==> src/rtl/pc_branch_unit.sv <==
// Fetch-stage program counter with relative branch target generation,
// a runtime-writable offset LUT and a hardware return-address stack.
module pc_branch_unit #(
  parameter int D           = 12,
  parameter int IDX_W       = 4,
  parameter int STACK_DEPTH = 4
) (
  input  logic             clk,
  input  logic             reset,
  input  logic             halt,
  input  logic             branch_en,
  input  logic             call_en,
  input  logic             ret_en,
  input  logic             imm_or_lut,
  input  logic [IDX_W-1:0] ctrl_in,
  input  logic             lut_we,
  input  logic [IDX_W-1:0] lut_waddr,
  input  logic [D-1:0]     lut_wdata,
  output logic [D-1:0]     pc,
  output logic [D-1:0]     target,
  output logic             stack_full,
  output logic             stack_empty,
  output logic             err
);

  // Pointer counts occupied entries, so it needs one value beyond the depth.
  localparam int SP_W = $clog2(STACK_DEPTH + 1);
  localparam int SI_W = (STACK_DEPTH > 1) ? $clog2(STACK_DEPTH) : 1;

  logic [D-1:0]    lut   [2**IDX_W];
  logic [D-1:0]    stack [STACK_DEPTH];
  logic [SP_W-1:0] sp;
  logic [SP_W-1:0] sp_next;
  logic [SI_W-1:0] top_idx;
  logic [SI_W-1:0] push_idx;
  logic [D-1:0]    offset;
  logic [D-1:0]    pc_plus1;
  logic [D-1:0]    pc_next;
  logic            err_set;
  logic            push;

  // The LUT read sees the pre-edge contents, so a same-cycle write is not forwarded.
  assign offset      = imm_or_lut ? lut[ctrl_in] : D'($signed(ctrl_in));
  assign target      = pc + offset;
  assign pc_plus1    = pc + D'(1);
  assign stack_empty = (sp == '0);
  assign stack_full  = (sp == SP_W'(STACK_DEPTH));
  assign top_idx     = SI_W'(sp - SP_W'(1));
  assign push_idx    = SI_W'(sp);

  // Next-PC and stack-pointer selection in priority order: halt, ret, call, branch.
  always_comb begin
    pc_next = pc_plus1;
    sp_next = sp;
    err_set = 1'b0;
    push    = 1'b0;
    if (halt) begin
      pc_next = pc;
    end else if (ret_en) begin
      if (!stack_empty) begin
        pc_next = stack[top_idx];
        sp_next = sp - SP_W'(1);
      end else begin
        err_set = 1'b1;
      end
    end else if (call_en) begin
      if (!stack_full) begin
        push    = 1'b1;
        sp_next = sp + SP_W'(1);
        pc_next = target;
      end else begin
        err_set = 1'b1;
      end
    end else if (branch_en) begin
      pc_next = target;
    end
  end

  // PC, stack pointer and sticky error register.
  always_ff @(posedge clk) begin
    if (reset) begin
      pc  <= '0;
      sp  <= '0;
      err <= 1'b0;
    end else begin
      pc <= pc_next;
      sp <= sp_next;
      if (err_set) begin
        err <= 1'b1;
      end
    end
  end

  // Offset LUT; writes are accepted regardless of halt.
  always_ff @(posedge clk) begin
    if (reset) begin
      lut <= '{default: '0};
    end else if (lut_we) begin
      lut[lut_waddr] <= lut_wdata;
    end
  end

  // Return-address storage; only the pointer is reset, entries above it are don't-care.
  always_ff @(posedge clk) begin
    if (!reset && push) begin
      stack[push_idx] <= pc_plus1;
    end
  end

endmodule

==> config.mk <==
export PLATFORM = sky130hd
export DESIGN_NAME = pc_branch_unit
export DESIGN_NICKNAME = d
export VERILOG_FILES = /design/src/rtl/pc_branch_unit.sv
export SDC_FILE = /design/constraint.sdc
export NUM_CORES = 1
export LEC_CHECK = 0
export CAP_MARGIN = 20
export CORE_UTILIZATION = 45
export CTS_CLUSTER_SIZE = 30
export DETAILED_ROUTE_END_ITERATION = 12
export PLACE_DENSITY = 0.67
export SYNTH_ARGS = -nofsm -noshare
export SYNTH_HDL_FRONTEND = slang
export SYNTH_SLANG_ARGS = --single-unit
==> constraint.sdc <==
create_clock -name clk -period 6.1 [get_ports clk]
set_input_delay 1.22 -clock clk [delete_from_list [all_inputs] [get_ports clk]]
set_output_delay 1.22 -clock clk [all_outputs]
set_load 0.005 [all_outputs]
# After elaboration in Yosys (flattened, before gate mapping)
# Memories as Yosys holds them, arrays and structs flattened.
# Index checks and enable logic that the tools add are counted.
# word_totals
ff_bits	208
latchBits	0
ram_bits	48
rom_bits	0
input_bits	28
mem_count	1
# mem_list
name	depth	width	rd	rd_clocked_by_memory_dff	wr	line	text
stack	4	12	1	0	1	31	logic [D-1:0] stack [STACK_DEPTH];
# classes
addsub	4
n_mul	0
div_mod_pow	0
magnitude_cmp	3
n_eq_ne	3
shifts	0
muxes	27
bitwise	3
reduce_logical	6
# op_table
cell	count
$bwmux 192	1
$mux 12	9
$bmux 12 s4	1
$demux 12 s4	1
$add 12x1->12 const B	1
$add 12x12->12	1
$mux 3	4
$mux 1	11
$ge 5x5->1 const B	2
$not 4->5	2
$lt 5x1->1 const B	1
$ne 2x2->1 const B	2
$reduce_and 4->1	1
$add 3x1->3 const B	1
$eq 3x3->1 const B	1
$logic_not 3->1	1
$sub 3x1->3 const B	1
$logic_and 1x1->1	2
$reduce_bool 2->1	1
$logic_not 1->1	1
$not 1->1	1

# Logic depth before layout (Yosys ltp)
# depth
ltp_word	9
mapped_depth	16
ltp_nobuf	11

# Worst setup path before layout
# OpenSTA, ideal clock, no wires.
# synth_path
path_type	in2out
start	input port ctrl_in[1]
end	output port target[6]
arrival_time_ns	4.229
t_required_ns	4.880
setup_slack_ns	0.651
path_stages	12
cell_sequence	buf_2 -> buf_4 -> mux4_2 -> mux4_2 -> mux2_2 -> ha_1 -> fa_1 -> a21o_1 -> a21o_1 -> a2111oi_0 -> a31oi_1 -> and2_1
# synth_between
elab_chain_len	6
# synth_lines
item	line	text
from (decl)	15	input logic [IDX_W-1:0] ctrl_in,
$not 4->5 (not written as such)	43	assign offset = imm_or_lut ? lut[ctrl_in] : D'($signed(ctrl_in));
$bmux 12 s4	43	
$mux 12 (not written as such) (2 in a row)	43	
$mux 12 *	43	
$add 12x12->12 *	44	assign target = pc + offset;
to (decl)	20	output logic [D-1:0] target,
# Mark *: on every way between the ends. The rest lies on a longest branch, timed or not. The select of a mux whose other input is x is not followed.

# Final worst setup path
# Same ends and word-level chain as after synthesis.

==> flow_metrics.py <==
metrics = {
    "sta": {
        "setup-violations-final": 0,
        "post-route-period-util_pct": 97.8,
        "grt_setup_unrepaired": "no",
        "max_clock_freq_ghz": 0.168,
        "tightest_slew_ns": 1.22,
        "finalWorstPathRequiredPeriod_ns": 5.96,
        "slew_viol_final": 0,
        "timing.max_slew.rel_slack_pct": 18.6,
        "final_hold_viols": 0,
        "post_route_setup_slack_ns": 0.136,
        "tns_ns": 0,
        "final_clock_skew_ns": 0.0106,
    },
    "clocking": {
        "cts_tree": "done",
        "cts.htree.levels": 1,
        "hold_buffers": 0,
        "clk_transition_reported_paths_ns": 0.06,
        "cts-root-to-sink-buffers": 3,
        "clock_sinks": 256,
        "post_cts.repair.setup_buffers": 0,
        "root_buffer": "clkbuf_16",
        "cts-buffers-inserted": 27,
        "clk_latency_ns": 0.54,
    },
    "floorplanning": {
        "fp-row-count": 59,
        "design.core.area_um2": 26100,
        "die_h_um": 165,
        "pin_count": 55,
        "floorplan.initialDensity_pct": 45.8,
        "floorplan.die.width_um": 165,
        "die_area_um2": 27200,
    },
    "synth": {
        "mappedNetlistArea_um2": 11900,
        "dominantRegCellSynth": "dfxtp_1",
        "ys_warn_count": 0,
        "netlist.top_cell.by_area": "dfxtp_1",
        "synth_area_leaders": "dfxtp_1 35%, edfxtp_1 12%, mux4_2 11%",
        "ys_types": 60,
        "synth_common_cells": "271 x nand2_1, 208 x dfxtp_1, 160 x a21oi_1",
        "async_reset_ff_share_pct": 0,
        "post-synth-top-area-fraction_pct": 34.9,
        "yosysSeqAreaShare_pct": 46.9,
        "synthesis.area_per_instance_um2": 9.76,
        "synth_seq_cells": 256,
        "synth-edff-count": 48,
        "postSynthNetCount": 1271,
        "synthesis.instances": 1224,
        "synthMostInstantiatedCell": "nand2_1",
    },
    "route": {
        "routed_wl_um": 32100,
        "drtIter0Drc": 810,
        "routedWlPerCell_um": 19.9,
        "drt_pass1_iterations": 5,
        "drc": 0,
        "ant_nets": 0,
        "vias_per_cell": 5.68,
        "route.vias.total": 9160,
    },
    "critical_path": {
        "critical_path.cell_chain": "buf_2 > mux4_2 > mux4_2 > mux2_2 > ha_1 > fa_2 > a21o_1 > a21o_1 > a21o_1 > a31oi_1 > and2_1 > clkdlybuf4s50_1",
        "reg2reg_slack_ns": 2.36,
        "cp-startpoint": "ctrl_in[1]",
        "worst_setup_path_end": "target[6]",
        "cp_num_cells": 12,
        "critPathTopFamily": "multiplexers",
        "r2r_cells": 12,
        "cp-end-kind": "primary output",
        "critical_path.reg2reg.startpoint": "lut[12]",
        "setup.worst_path.class": "in -> out",
        "worstSetupStartpointType": "primary input",
        "crit_buf_inv": 2,
        "crit_path_top_delay_cell": "mux4_2",
        "cpMostUsedCell": "a21o_1",
        "critical_path.max_fanout": 3,
        "timing.critical_path.required_ns": 4.88,
        "rr_endpoint": "pc[10]",
        "cpPeakStageDelay_ns": 0.52,
        "timing.critical_path.arrival_ns": 4.74,
    },
    "power_and_ir_drop": {
        "internal_power_uw": 2950,
        "power-per-cell-area_nw_per_um2": 285,
        "power_switching_uw": 972,
        "switching_share_pct": 24.8,
        "power.clock.fraction_pct": 41.1,
        "total_power_uw": 3920,
        "ir_worst_vdd_uv": 202,
        "power.sequential.fraction_pct": 45.7,
        "static_leakage_uw": 0.00498,
        "combinationalPowerShare_pct": 13.2,
    },
    "outcome": {
        "status": "finished clean",
    },
    "global_route": {
        "track_usage_pct": 24.2,
        "antenna_found_initial": 0,
        "first_global_vias": 8891,
        "grt_start_max_net_pins": 122,
        "first_pass_grt_wire_length_um": 50300,
        "grt-ovfl-total": 0,
    },
    "finish": {
        "final_design_area_no_fill_um2": 13800,
        "register_area_um2": 5610,
        "drive_above_1_share_pct": 14.0,
        "num-nets-final": 1307,
        "num_antenna_cells": 0,
        "areaGrowthSynthToFinish_pct": 15.3,
        "multi_input_area_um2": 5880,
        "filler_cell_count": 2388,
    },
    "place": {
        "place.port_buffers": 54,
        "routabilityCongestion": 0.843,
        "detailedPlacementHpwl_um": 21100,
        "dp_slack_ns": -0.0198,
        "placed_cell_area_um2": 12800,
    },
    "flow_run": {
        "cap_viol_max_count": 0,
    },
    "min_path": {
        "hp-class": "reg -> reg",
        "whs_path_depth": 2,
    },
}
-- final cells by class --
cell class	instances	share of cell area (%)
multi-input combinational	856	42.7
tap	335	3.04
inverter	19	0.518
sequential	256	40.7
clock buffer	41	5.88
timing repair buffer	100	6.72
clock inverter	7	0.436
-- sequential cells by signal (all words and copies together) (netlist names) --
signal and flops:
err 1, sp 3, stack 48, lut 192, pc 12
-- worst register-to-register path: stages (launching register included) --
cell and delay (ns):
dfxtp_1 0.33, mux4_2 0.46, mux4_2 0.51, mux2_2 0.29, ha_1 0.22, fa_2 0.36, a21o_1 0.19, a21oi_1 0.19
o21ai_1 0.10, a41o_1 0.30, buf_4 0.14, or4_1 0.49, nand3_1 0.09
-- repair_timing --
| action | 4_1_cts | 5_1_grt |
|---|---|---|
| pin swaps | 0 | 0 |
| setup endpoints to repair | 2 | 4 |
| resized for setup | 1 | 7 |
| gates cloned | 0 | 0 |
-- cell usage in the layout, fill, tap and decap left out, types with 5 or more instances in the layout --
cell             netlist  layout
inv_1                 17      17
mux4_2                60      60
buf_6                  1       5
ha_1                  18      18
clkbuf_1              65       7
or3_1                  6       6
xnor2_1               17      17
clkinv_2               0       6
clkdlybuf4s50_1        0      49
a21oi_1              160     160
a21o_1                11      11
nor2b_1                5       5
nor4_1                 5       5
mux2_2                17      17
edfxtp_1              48      48
nand2_1              271     271
mux2i_1               84      84
nand3_1               13      13
a221oi_1               5       5
o21ai_1                8       8
and2_1                 9       9
nor3_1                 6       5
nor2_1               105     105
clkbuf_16              0      28
dfxtp_1              208     208
nand2b_1               7       7
buf_4                  5      41
clkbuf_8               0       6
-- power groups by stage --
stage,registers [uW],logic (uW),clock network [uW]
finish,1790,520,1610
global route,1800,565,1710
CTS,1800,506,1640
detailed placement,1830,504,0
global placement,1830,494,0
floorplan,1820,310,0
-- cells by family after synthesis --
family / synth area share [%]
muxes: 20.2
AOI/OAI and AO/OA: 10.0
and+or+nand+nor: 15.2
xor gates and xnor gates: 1.60
buffers and inverters: 4.02
DFF: 46.9
adders and majority gates: 2.05
-- metal layers --
metal / vias up / GRT usage [%] / wire length (um)
met5: - / 0 / 0
met4: 0 / 7.71 / 911
met3: 68 / 3.11 / 1940
met2: 308 / 42.6 / 16200
met1: 4428 / 30.7 / 13100
li1: 4356 / - / -
-- metrics by stage --
stage	utilization [%]	hold WS, ns	instances
floorplan	-	0.432	1224
global placement	49.2	0.438	1563
detailed placement	49.3	0.444	1565
CTS	52.6	0.452	1613
global route	52.8	0.470	1614
finish	52.8	0.452	1614
-- how the worst min path moves through the flow --
stage                         from  endpoint  slack (ns)
after floorplan           lut[133]  lut[133]        0.43
after global placement    lut[150]  lut[150]        0.44
after detailed placement   lut[30]   lut[30]        0.44
after CTS                  lut[30]   lut[30]        0.45
after global routing       lut[33]   lut[33]        0.47
final                      lut[27]   lut[27]        0.45
(Power assumes the default switching activity.)
